===== src/rtl/yrv_board_pkg.sv =====
// rtl/yrv_board_pkg.sv - port_in field layout and key input defaults
package yrv_board_pkg;

  localparam int PORT_W                  = 16;
  localparam int MAX_KEYS                = 4;
  localparam int LEVEL_LSB               = 0;
  localparam int PRESS_LSB               = 4;
  localparam int RELEASE_LSB             = 8;
  localparam int DEFAULT_DEBOUNCE_CYCLES = 50000;

  // Key state widened to the full four-key layout; unused keys stay zero.
  typedef struct packed {
    logic [MAX_KEYS-1:0] release_f;
    logic [MAX_KEYS-1:0] press_f;
    logic [MAX_KEYS-1:0] level;
  } key_fields_t;

  // Place each field at its fixed offset; bits [15:12] are always zero.
  function automatic logic [PORT_W-1:0] pack_port(input key_fields_t f);
    logic [PORT_W-1:0] w;
    w = '0;
    w[LEVEL_LSB   +: MAX_KEYS] = f.level;
    w[PRESS_LSB   +: MAX_KEYS] = f.press_f;
    w[RELEASE_LSB +: MAX_KEYS] = f.release_f;
    return w;
  endfunction

endpackage


===== src/rtl/key_debounce.sv =====
// rtl/key_debounce.sv - synchronizer, polarity fix and debounce for one key
module key_debounce
  import yrv_board_pkg::*;
#(
  parameter int DEBOUNCE_CYCLES = DEFAULT_DEBOUNCE_CYCLES,
  parameter int ACTIVE_LOW      = 1
) (
  input  logic clk,
  input  logic reset,
  input  logic key_raw,
  output logic level,
  output logic press_evt,
  output logic release_evt
);

  localparam int             CW       = $clog2(DEBOUNCE_CYCLES);
  localparam logic [CW-1:0]  CNT_LAST = CW'(DEBOUNCE_CYCLES - 1);
  localparam logic           IDLE_RAW = (ACTIVE_LOW != 0);

  logic [1:0]    sync_q;
  logic [CW-1:0] cnt;
  logic          pressed;
  logic          differ;
  logic          accept;

  // Two-flop synchronizer; reset loads the idle pin value so no event follows reset.
  always_ff @(posedge clk) begin
    if (reset) begin
      sync_q <= {2{IDLE_RAW}};
    end else begin
      sync_q <= {sync_q[0], key_raw};
    end
  end

  assign pressed = (ACTIVE_LOW != 0) ? ~sync_q[1] : sync_q[1];
  assign differ  = (pressed != level);
  assign accept  = differ && (cnt == CNT_LAST);

  // Count consecutive cycles of disagreement; any agreement restarts the count.
  always_ff @(posedge clk) begin
    if (reset) begin
      level <= 1'b0;
      cnt   <= '0;
    end else if (!differ) begin
      cnt   <= '0;
    end else if (cnt == CNT_LAST) begin
      level <= pressed;
      cnt   <= '0;
    end else begin
      cnt   <= cnt + CW'(1);
    end
  end

  // Edge strobes coincide with the level update so flags land on the same edge.
  always_comb begin
    press_evt   = accept &  pressed;
    release_evt = accept & ~pressed;
  end

endmodule


===== src/rtl/key_input_port.sv =====
// rtl/key_input_port.sv - debounced key port with sticky flags and interrupt
module key_input_port
  import yrv_board_pkg::*;
#(
  parameter int N_KEYS          = 4,
  parameter int DEBOUNCE_CYCLES = DEFAULT_DEBOUNCE_CYCLES,
  parameter int ACTIVE_LOW      = 1
) (
  input  logic              clk,
  input  logic              reset,
  input  logic [N_KEYS-1:0] key_raw,
  input  logic              clr_strobe,
  input  logic [N_KEYS-1:0] clr_mask,
  input  logic              irq_en,
  output logic [15:0]       port_in,
  output logic              irq
);

  logic [N_KEYS-1:0] level_vec;
  logic [N_KEYS-1:0] press_evt;
  logic [N_KEYS-1:0] release_evt;
  logic [N_KEYS-1:0] press_flag;
  logic [N_KEYS-1:0] release_flag;
  logic [N_KEYS-1:0] clr_vec;
  key_fields_t       fields;

  for (genvar g = 0; g < N_KEYS; g++) begin : g_key
    key_debounce #(
      .DEBOUNCE_CYCLES (DEBOUNCE_CYCLES),
      .ACTIVE_LOW      (ACTIVE_LOW)
    ) u_debounce (
      .clk         (clk),
      .reset       (reset),
      .key_raw     (key_raw[g]),
      .level       (level_vec[g]),
      .press_evt   (press_evt[g]),
      .release_evt (release_evt[g])
    );
  end

  assign clr_vec = {N_KEYS{clr_strobe}} & clr_mask;

  // Sticky flags: a new event in the clearing cycle wins over the clear.
  always_ff @(posedge clk) begin
    if (reset) begin
      press_flag   <= '0;
      release_flag <= '0;
    end else begin
      press_flag   <= (press_flag   & ~clr_vec) | press_evt;
      release_flag <= (release_flag & ~clr_vec) | release_evt;
    end
  end

  // Widen the per-key vectors to the fixed four-key layout.
  always_comb begin
    fields = '0;
    for (int i = 0; i < N_KEYS; i++) begin
      fields.level[i]     = level_vec[i];
      fields.press_f[i]   = press_flag[i];
      fields.release_f[i] = release_flag[i];
    end
  end

  // Register the MCU-visible word and the interrupt; releases never interrupt.
  always_ff @(posedge clk) begin
    if (reset) begin
      port_in <= '0;
      irq     <= 1'b0;
    end else begin
      port_in <= pack_port(fields);
      irq     <= irq_en & (|press_flag);
    end
  end

endmodule


===== config.mk =====
export PLATFORM = sky130hd
export DESIGN_NAME = key_input_port
export DESIGN_NICKNAME = d
export VERILOG_FILES = /design/src/rtl/yrv_board_pkg.sv /design/src/rtl/key_debounce.sv /design/src/rtl/key_input_port.sv
export SDC_FILE = /design/constraint.sdc
export NUM_CORES = 1
export LEC_CHECK = 0
export CAP_MARGIN = 10
export CORE_MARGIN = 10
export CORE_UTILIZATION = 35
export DETAILED_ROUTE_END_ITERATION = 12
export SYNTH_ARGS = -nofsm -noshare
export SYNTH_HDL_FRONTEND = slang
export SYNTH_SLANG_ARGS = --single-unit

===== constraint.sdc =====
create_clock -name clk -period 5.3 [get_ports clk]
set_input_delay 1.06 -clock clk [delete_from_list [all_inputs] [get_ports clk]]
set_output_delay 1.06 -clock clk [all_outputs]
set_load 0.02 [all_outputs]

Word level (Yosys, flattened, before mapping)
Cells that the tools add are included.
- word-level logic and storage cells: 65
- output and inout port bits: 17
- input bits: 12
- bits in registers: 101
- reduce and logical (&&, ||, !) cells: 13
- add/subtract/negate cells: 4
- bitwise gates (word level): 23
- equality and inequality tests: 8
- operator list (cell ; count):
    adder 16 x 1 -> 16 bit, second input constant ; 4
    == test 16 bit, second input constant ; 4
    bitwise AND 4 bit ; 3
    OR reduction 3 bit ; 4
    bitwise AND 1 bit ; 9
    NOT 1 bit ; 8
    OR 4 bit ; 2
    AND reduction 2 bit ; 4
    logical AND 1 bit ; 4
    != test 1 bit ; 4
    NOT 4 bit ; 1
    OR reduction 4 bit ; 1

Longest topological paths before layout
Gate-level depths: netlist (run 1).
- depth after elaboration: 5
- mapped depth: 7
- gate-level depth less buffers: 5

Modules after synthesis
A second synthesis (run 1) with hierarchy kept.
- cells, all modules: 418
- area, all modules: 3880.0 µm²
- modules (own cells, without submodules) (module ; instances ; cells an instance ; seq. area each (µm²) ; area each (µm²)):
    key_debounce ; 4 ; 91 ; 380.4 ; 810.8
    key_input_port ; 1 ; 54 ; 420.4 ; 636.9

Least setup slack after synthesis (run 1)
Ideal clock, no wire load.
- kind: register -> register
- from: reg g_key[2].u_debounce.cnt[10]
- to: reg g_key[2].u_debounce.cnt[7]
- clock period less this slack: 1.879 ns
- data arrival time: 1.764 ns
- required time: 5.185 ns
- path buffers: 1
- library setup time: 0.115 ns
- stages on the path, launching flop included: 6
- setup slack: 3.421 ns
- cell sequence: dfxtp_1 or4_1 or4_4 o21ai_4 buf_6 nor2_1
- cells in the longest elaborated chain, start to end: 2
- ends and longest elaborated chain (element ; line ; source):
    start: declaration ; key_debounce.sv:21 ; logic [CW-1:0] cnt;
    start signal: assignment ; key_debounce.sv:50 ; cnt <= cnt + CW'(1);
    == test 16 bit ; key_debounce.sv:46 ; end else if (cnt == CNT_LAST) begin
    OR reduction 3 bit (no source line) ; n/a ;
No other way between the ends.
A chain may end at the register's enable or synchronous reset.

Final worst setup path (run 1)
- from: in reset
- to: reg g_key[1].u_debounce.cnt[2]
- cells in the longest elaborated chain, start to end: 1
- ends and longest elaborated chain (element ; line ; source):
    start: declaration ; key_input_port.sv:10 ; input logic reset,
    OR reduction 3 bit (no source line) ; n/a ;
    end signal: assignment ; key_debounce.sv:50 ;
    end: declaration ; key_debounce.sv:21 ;
No other way between the ends.

==> results of run 1 <==
-- layer usage --
metal,part of all wire,routed length (um),up-vias,global-route usage
li1,-,-,1497,-
met1,0.51,3690,1277,0.121
met2,0.41,2970,41,0.132
met3,0.042,301,14,0.0239
met4,0.027,192,2,0.0563
met5,0.0017,12,-,0
-- power by group --
part	internal [mW]	switching [mW]	leakage (nW)
sequential	0.732	0.00253	0.783
combinational	0.0116	0.0141	0.465
clock	0.257	0.239	0.107
-- cell type report --
class	count	share of cell area
multi-input cells	310	0.417
well taps	140	0.0391
clock inverters	2	0.00783
flip-flops and latches	97	0.434
clock buffers	14	0.0386
inverters	10	0.00838
repair buffers	25	0.0553
-- layout by cell type (no fill, tap or decap), types with 2 or more instances in the layout --
cell              n
or4bb_1           2
nor2b_1          12
nor3_1           14
or2_2            11
o21ai_4           2
xor2_1           11
dfxtp_1          97
nor4_1           21
nand2_1          29
nand3_1          19
o21ai_0           8
clkbuf_8         12
inv_1            10
or3_1             3
clkbuf_1          2
and3_1            5
clkdlybuf4s50_1  24
ha_1              4
nor2_1           79
o31ai_1           3
nand4_1          16
or4_4             2
or4_1             2
xnor2_1          48
conb_1            4
-- registers in the layout (all words and copies together) (netlist names) --
signal,count
g_key.u_debounce.cnt,64
port_in,12
g_key.u_debounce.sync_q,8
g_key.u_debounce.level,4
press_flag,4
release_flag,4
irq,1
-- logic make-up after synthesis --
kind of cell | share of synthesized area
AND/OR/NAND/NOR | 0.290
XOR/XNOR | 0.132
flip-flops | 0.495
other | 0.000956
AO/OA/AOI/OAI | 0.0380
buffers and inverters | 0.0319
adder cells (fa/ha/maj) | 0.0128
-- cells in the mapped netlist --
library cell   n
dfxtp_1       97
nor2_1        79
xnor2_1       48
nand2_1       29
nor4_1        21
nand3_1       19
nand4_1       16
nor3_1        14
nor2b_1       12
or2_2         11
xor2_1        11
inv_1         10
o21ai_0        8
buf_4          6
and3_1         5
clkbuf_1       4
ha_1           4
o31ai_1        3
or3_1          3
buf_6          2
o21ai_4        2
or4_1          2
or4_4          2
or4bb_1        2
a211oi_1       1
a22oi_1        1
a32o_1         1
and2_1         1
buf_2          1
conb_1         1
nand3b_1       1
nand4b_1       1
nor3b_1        1
nor4_2         1
nor4b_1        1
o21ai_1        1
o21bai_1       1
o41ai_2        1
or2_1          1
or3b_1         1
or4b_4         1
-- worst min path at each step --
stage                                        from                             to  slack, ns  cells past startpoint
floorplan           g_key[0].u_debounce.sync_q[0]  g_key[0].u_debounce.sync_q[1]       0.39                      1
global placement    g_key[2].u_debounce.sync_q[0]  g_key[2].u_debounce.sync_q[1]       0.39                      1
detailed placement  g_key[1].u_debounce.sync_q[0]  g_key[1].u_debounce.sync_q[1]       0.39                      1
CTS                 g_key[1].u_debounce.sync_q[0]  g_key[1].u_debounce.sync_q[1]       0.41                      1
global route        g_key[0].u_debounce.sync_q[0]  g_key[0].u_debounce.sync_q[1]       0.43                      1
finish              g_key[2].u_debounce.sync_q[0]  g_key[2].u_debounce.sync_q[1]       0.41                      1
==> reports/summary.txt, run 1 <==
Outcome = finished clean
Final WS setup = 2.89 ns
Max H-tree Level = 3
Leakage = 1.36 nW
Top Ports = 29
# setup viols final = 0
CP peak stage delay = 0.56 ns
Worst-Margin Slew = 1.03 ns
Critical Path Start = reset
Critical Path Stages = 5
WP buf/inv = 2
Clock Tree Root = clkbuf_8
Reg-to-reg startpoint = g_key[1].u_debounce.cnt[0]
Area Overhead vs Synth = 14.1%
Post-cts sizing count = 0
# hold bufs at CTS = 0
Synth Area per Inst = 9.19 um^2
CP Cell Sequence = clkdlybuf4s50_1, buf_4, nor2_1, o21ai_1, nor2_1
Clock sink count = 97
Gp weighted congestion = 0.774
GRT Overall Usage = 0.0920
Antenna-violating nets left = 0
Synthesized flop and latch total = 97
1st-pass router iterations = 4
Final hold vios = 0
Final Total Pwr = 1.26 mW
Largest net degree at the start of global routing = 34
Post-CTS setup buffers = 0
CP Capture Point = g_key[1].u_debounce.cnt[2]
Slowest CP cell = o21ai_1
Setup TNS = 0 ns
Via count of the routed design = 2831
Post-route cell area = 4480 um^2
Reg2reg end = g_key[1].u_debounce.cnt[2]
CTS clk-pin slew, worst paths = 0.09 ns
Most used cell along the critical path = nor2_1
Initial antenna violation count = 1
Seq. cell area = 1940 um^2
Share of cells above drive strength 1 = 0.0721
Tcrit/Tclk final = 0.454
Pins Over Slew Limit = 0
Total grt overflow = 0
Finished Layout Cells = 598
Worst Reg-to-Reg Cells = 5
# nets final = 469
# DRC = 0
Vias in the first global route = 2657
Global-route wire length before repair = 12.4 mm
Worst R2R Setup Slack = 2.97 ns
Die H = 126 um
CTS buffer count = 9
Top post-synthesis cells by area = dfxtp_1, xnor2_1, nor2_1
Max IR drop VDD = 0.000157 V
Detailed Place HPWL = 4.98 mm
Synth area leader = dfxtp_1
Initial Util = 0.360
Fillers = 1099
Diode count = 0
FMAX = 416 MHz
Family with the most delay on the worst path = buffers and inverters
Placed Instances = 582
Slew HR = 0.307
Hold_ws = 0.413 ns
Final Skew = 0.00944 ns
Post-Route WL = 7.16 mm
Mapped cell area = 3920 um^2
Multi-input gate area = 1870 um^2
Num rows = 38
Die Area = 15800 um^2
Worst Setup End Kind = register
Unique cell type count in the Yosys netlist = 41
Critical path class = in -> reg
Share of the synthesized area in the top cell type = 0.495
Seq/Total Area, Yosys = 0.495
Clk Latency, worst-skew pair = 0.36 ns
CP Data Required Time = 5.50 ns
WP data arrival = 2.60 ns
MaxCap Viol Count = 0
Yosys warning total = 0
Max FO, Critical Path = 33
CTS tree = yes
Wire per inst = 12.0 um
CP startpoint kind = input port
I/O Buffers = 24
Min Clock Period, post-route = 2.41 ns
Via-to-Cell Ratio = 4.73
Initial drt markers = 202
Pre-CTS WS = 2.50 ns
Die Wd = 126 um
RSZ-0062 raised after global routing = no
Core Util, Final = 0.411
Worst hold path type = reg -> reg
Core area = 10900 um^2
Syn Inst Count = 427
DP Area = 4270 um^2
Pwr per Cell Area = 281 nW/um^2
Clock Path Buffers = 2
Power figures use the tool's default switching activity.
==> inputs of run 2 (changes only) <==
- clock period: 5.3 -> 2.4 ns (I/O delays scaled with it)
==> run 2 against run 1 <==
Register-to-register slack got worse by 2.6 ns; clock-buffer cell count fell by 5; final area barely moved; wire length rose by 0.60%; die area did not move; power rose by 110%; via count rose by 0.81%; non-clock buffer count rose by 5; highest routed layer is now met4.
==> reports/summary.txt, run 2 (same netlist as run 1, synthesis figures left out) <==
CP Cell Sequence = or4_1, or4_4, o21ai_4, nor2_1
Top Ports = 29
Gp weighted congestion = 0.819
CP Data Required Time = 2.63 ns
Clock Tree Root = clkbuf_8
Final hold vios = 0
1st-pass router iterations = 4
Initial drt markers = 274
Met3 Track Usage GR = 0.0281
Post-cts sizing count = 0
GRT met1 Usage = 0.124
Setup TNS = 0 ns
Met2 Use GR = 0.134
Placed Instances = 587
Max IR drop VDD = 0.000236 V
Tcrit/Tclk final = 0.854
Worst hold path type = reg -> reg
CTS clk-pin slew, worst paths = 0.09 ns
Final Total Pwr = 2.61 mW
Clock Path Buffers = 2
Area Overhead vs Synth = 14.2%
# setup viols final = 0
Largest net degree at the start of global routing = 22
Die H = 126 um
Post-Route WL = 7.21 mm
Fillers = 1089
RSZ-0062 raised after global routing = no
# hold bufs at CTS = 0
GRT Overall Usage = 0.0932
Worst Setup End Kind = register
# DRC = 0
CP startpoint kind = register
Antenna-violating nets left = 0
Diode count = 0
Share of cells above drive strength 1 = 0.0864
Max H-tree Level = 3
Number of flip-flops in the largest register = 64
Detailed Place HPWL = 5.11 mm
Die Wd = 126 um
Vias in the first global route = 2779
Via-to-Cell Ratio = 4.73
Clk Latency, worst-skew pair = 0.36 ns
CTS buffer count = 9
Num rows = 38
Most common cell after layout, fill and taps aside = dfxtp_1
Final Skew = 0.0111 ns
Leakage = 1.36 nW
Reg with most FFs = g_key.u_debounce.cnt
Total grt overflow = 0
Via count of the routed design = 2854
FMAX = 488 MHz
CTS tree = yes
Initial antenna violation count = 0
Regs by FF count = g_key.u_debounce.cnt (64), port_in (12), g_key.u_debounce.sync_q (8)
CP peak stage delay = 0.56 ns
Pins Over Slew Limit = 0
Core area = 10900 um^2
Wire per inst = 12.0 um
# nets final = 474
Post-CTS setup buffers = 0
GR peak layer = met2
Outcome = finished clean
Clock sink count = 97
Most frequent cells in the layout = dfxtp_1, nor2_1, xnor2_1
Initial Util = 0.360
Slowest CP cell = or4_1
WP data arrival = 2.28 ns
Pwr per Cell Area = 583 nW/um^2
I/O Buffers = 24
Die Area = 15800 um^2
MaxCap Viol Count = 0
Global-route wire length before repair = 12.7 mm
Critical path class = reg -> reg
Finished Layout Cells = 603
Min Clock Period, post-route = 2.05 ns
Max FO, Critical Path = 15
run 2: where the power goes:
group	switching, mW	internal (mW)	total [mW]
logic	0.0316	0.0273	0.0588
registers	0.00565	1.62	1.62
clock network	0.556	0.374	0.931
total	0.594	2.02	2.61
run 2: final timing paths:
| check | cells past startpoint | slack (ns) | end | start |
|---|---|---|---|---|
| hold / removal | 1 | 0.42 | g_key[0].u_debounce.sync_q[1] | g_key[0].u_debounce.sync_q[0] |
| setup reg to reg | 4 | 0.35 | g_key[2].u_debounce.cnt[15] | g_key[2].u_debounce.cnt[10] |
| setup / recovery | 4 | 0.35 | g_key[2].u_debounce.cnt[15] | g_key[2].u_debounce.cnt[10] |
| hold reg to reg | 1 | 0.42 | g_key[0].u_debounce.sync_q[1] | g_key[0].u_debounce.sync_q[0] |
run 2: stage by stage:
stage          cell area [um^2]  utilization  setup slack, ns  hold WS, ns
4_1_cts                    4480        0.411            0.332        0.417
2_1_floorplan              3930            -            0.521        0.389
3_3_place_gp               4310        0.396            0.401        0.393
5_1_grt                    4480        0.411            0.249        0.442
3_5_place_dp               4310        0.396            0.346        0.394
6_report                   4480        0.411            0.351        0.415
run 2: area by class of cell:
type                            instances  area [um^2]  area share
Sequential cell                        97         1940       0.434
Multi-Input combinational cell        310         1870       0.417
Timing Repair Buffer                   30          285      0.0637
Tap cell                              140          175      0.0391
Inverter                               10         37.5     0.00838
Clock inverter                          7         47.5      0.0106
Clock buffer                            9          124      0.0277
run 2: worst max-delay path: cells and delay by family, from the launching register on:
kind            cells  cell delay [ns]
simple gates        3             1.21
flops               1             0.36
compound gates      1             0.36
run 2: metal layers:
layer / share of wire / routed length, um / up-vias
li1: - / - / 1504
met1: 0.52 / 3770 / 1301
met2: 0.41 / 2960 / 40
met3: 0.046 / 334 / 9
met4: 0.020 / 146 / 0
met5: 0 / 0 / -
==> inputs of run 3 (changes only) <==
- CTS_CLUSTER_SIZE: not set -> 20
- DONT_BUFFER_PORTS: not set -> 1
- clock period: 2.4 -> 2.3 ns (I/O delays scaled with it)
==> run 3 against run 2 <==
Clock skew decreased by 0.0030 ns; register-to-register slack got worse by 0.08 ns; critical endpoint is now g_key[2].u_debounce.cnt[6]; highest routed layer is now met5; sequential power increased by 4%; global-route usage decreased by 0.49 points; clock power increased by 28%; largest power group unchanged.
==> reports/summary.txt, run 3 (same netlist as run 1, synthesis figures left out) <==
Outcome = finished clean
CP Data Required Time = 2.53 ns
Critical path class = reg -> reg
Min Clock Period, post-route = 2.03 ns
Worst-Margin Slew = 0.504 ns
Final Skew = 0.00810 ns
Max FO, Critical Path = 15
Fillers = 1053
# DRC = 0
Post-Route WL = 6.89 mm
GRT Overall Usage = 0.0883
1st-pass router iterations = 4
Worst Setup End Kind = register
Core area = 10900 um^2
Initial Util = 0.360
Worst hold path type = in -> reg
Area Overhead vs Synth = 8.84%
# setup viols final = 0
Die H = 126 um
Vias in the first global route = 2570
Worst Reg-to-Reg Cells = 4
Clock Tree Root = clkbuf_8
Largest net degree at the start of global routing = 34
Min-Delay Path Depth = 1
Regs by FF count = g_key.u_debounce.cnt (64), port_in (12), g_key.u_debounce.sync_q (8)
Top Ports = 29
RSZ-0062 raised after global routing = no
Antenna-violating nets left = 0
Max H-tree Level = 3
Tcrit/Tclk final = 0.883
Most common cell after layout, fill and taps aside = dfxtp_1
Diode count = 0
Die Area = 15800 um^2
Clock Path Buffers = 2
Most frequent cells in the layout = dfxtp_1, nor2_1, xnor2_1
Max IR drop VDD = 0.000361 V
Core Util, Final = 0.392
Via-to-Cell Ratio = 4.79
Post-cts sizing count = 0
FMAX = 492 MHz
CTS buffer count = 9
Number of flip-flops in the largest register = 64
Num rows = 38
Clock sink count = 97
# hold bufs at CTS = 0
Initial antenna violation count = 2
Detailed Place HPWL = 4.89 mm
Wire per inst = 11.9 um
Clk Latency, worst-skew pair = 0.36 ns
Pwr per Cell Area = 683 nW/um^2
Die Wd = 126 um
Reg with most FFs = g_key.u_debounce.cnt
Pre-CTS WS = 0.256 ns
Final hold vios = 0
Setup TNS = 0 ns
Leakage = 1.28 nW
WP data arrival = 2.26 ns
Global-route wire length before repair = 11.9 mm
# nets final = 448
CTS tree = yes
Initial drt markers = 188
Seq. cell area = 1940 um^2
CP startpoint kind = register
I/O Buffers = 0
CTS clk-pin slew, worst paths = 0.09 ns
MaxCap Viol Count = 0
Slew HR = 0.664
Multi-input gate area = 1870 um^2
Pins Over Slew Limit = 0
Post-CTS setup buffers = 0
Final WS setup = 0.268 ns
Via count of the routed design = 2764
Gp weighted congestion = 0.855
Total grt overflow = 0
Share of cells above drive strength 1 = 0.0847
-- run 3: changes by cell type in the layout (fill, tap and decap cells not counted), sizes merged --
| cell | before | now |
|---|---|---|
| inv | 10 | 12 |
| clkinv | 5 | 1 |
| clkinvlp | 2 | 1 |
| clkbuf | 9 | 10 |
| buf | 6 | 4 |
| clkdlybuf4s50 | 24 | 0 |
| bufinv | 0 | 2 |
-- run 3: per-stage QoR --
stage | area, um^2 | power (mW) | hold slack (ns) | instances
floorplan | 3930 | 1.77 | 0.389 | 430
global placement | 4050 | 1.76 | 0.401 | 561
detailed placement | 4050 | 1.76 | 0.395 | 561
CTS | 4270 | 2.97 | 0.143 | 577
global route | 4270 | 3.03 | 0.147 | 577
finish | 4270 | 2.91 | 0.166 | 577
-- run 3: final timing paths --
path	startpoint	endpoint	slack (ns)
min reg2reg	g_key[1].u_debounce.sync_q[0]	g_key[1].u_debounce.sync_q[1]	0.41
max reg2reg	g_key[2].u_debounce.cnt[10]	g_key[2].u_debounce.cnt[6]	0.27
max	g_key[2].u_debounce.cnt[10]	g_key[2].u_debounce.cnt[6]	0.27
min	reset	port_in[7]	0.17
-- run 3: layout make-up --
type,count,area share
multi-input cells,310,0.437
inverters,10,0.00879
well taps,140,0.0410
clock buffers,10,0.0299
flip-flops and latches,97,0.455
clock inverters,6,0.0211
repair buffers,4,0.00703
-- run 3: power breakdown --
group | total (mW) | switching (mW) | internal (mW)
logic | 0.0311 | 0.0209 | 0.0103
registers | 1.69 | 0.00569 | 1.69
clock network | 1.19 | 0.573 | 0.619
-- run 3: routing by layer --
| layer | routed length (um) | track usage | up-vias |
|---|---|---|---|
| met4 | 137 | 0.0522 | 4 |
| li1 | - | - | 1451 |
| met2 | 2920 | 0.128 | 36 |
| met5 | 21 | 0 | - |
| met3 | 325 | 0.0256 | 12 |
| met1 | 3490 | 0.114 | 1261 |
-- run 3: worst max-delay path: stages (launching register included) --
cell	delay, ns
dfxtp_1	0.36
or4_1	0.55
or4_4	0.55
o21ai_4	0.36
nor2_1	0.10
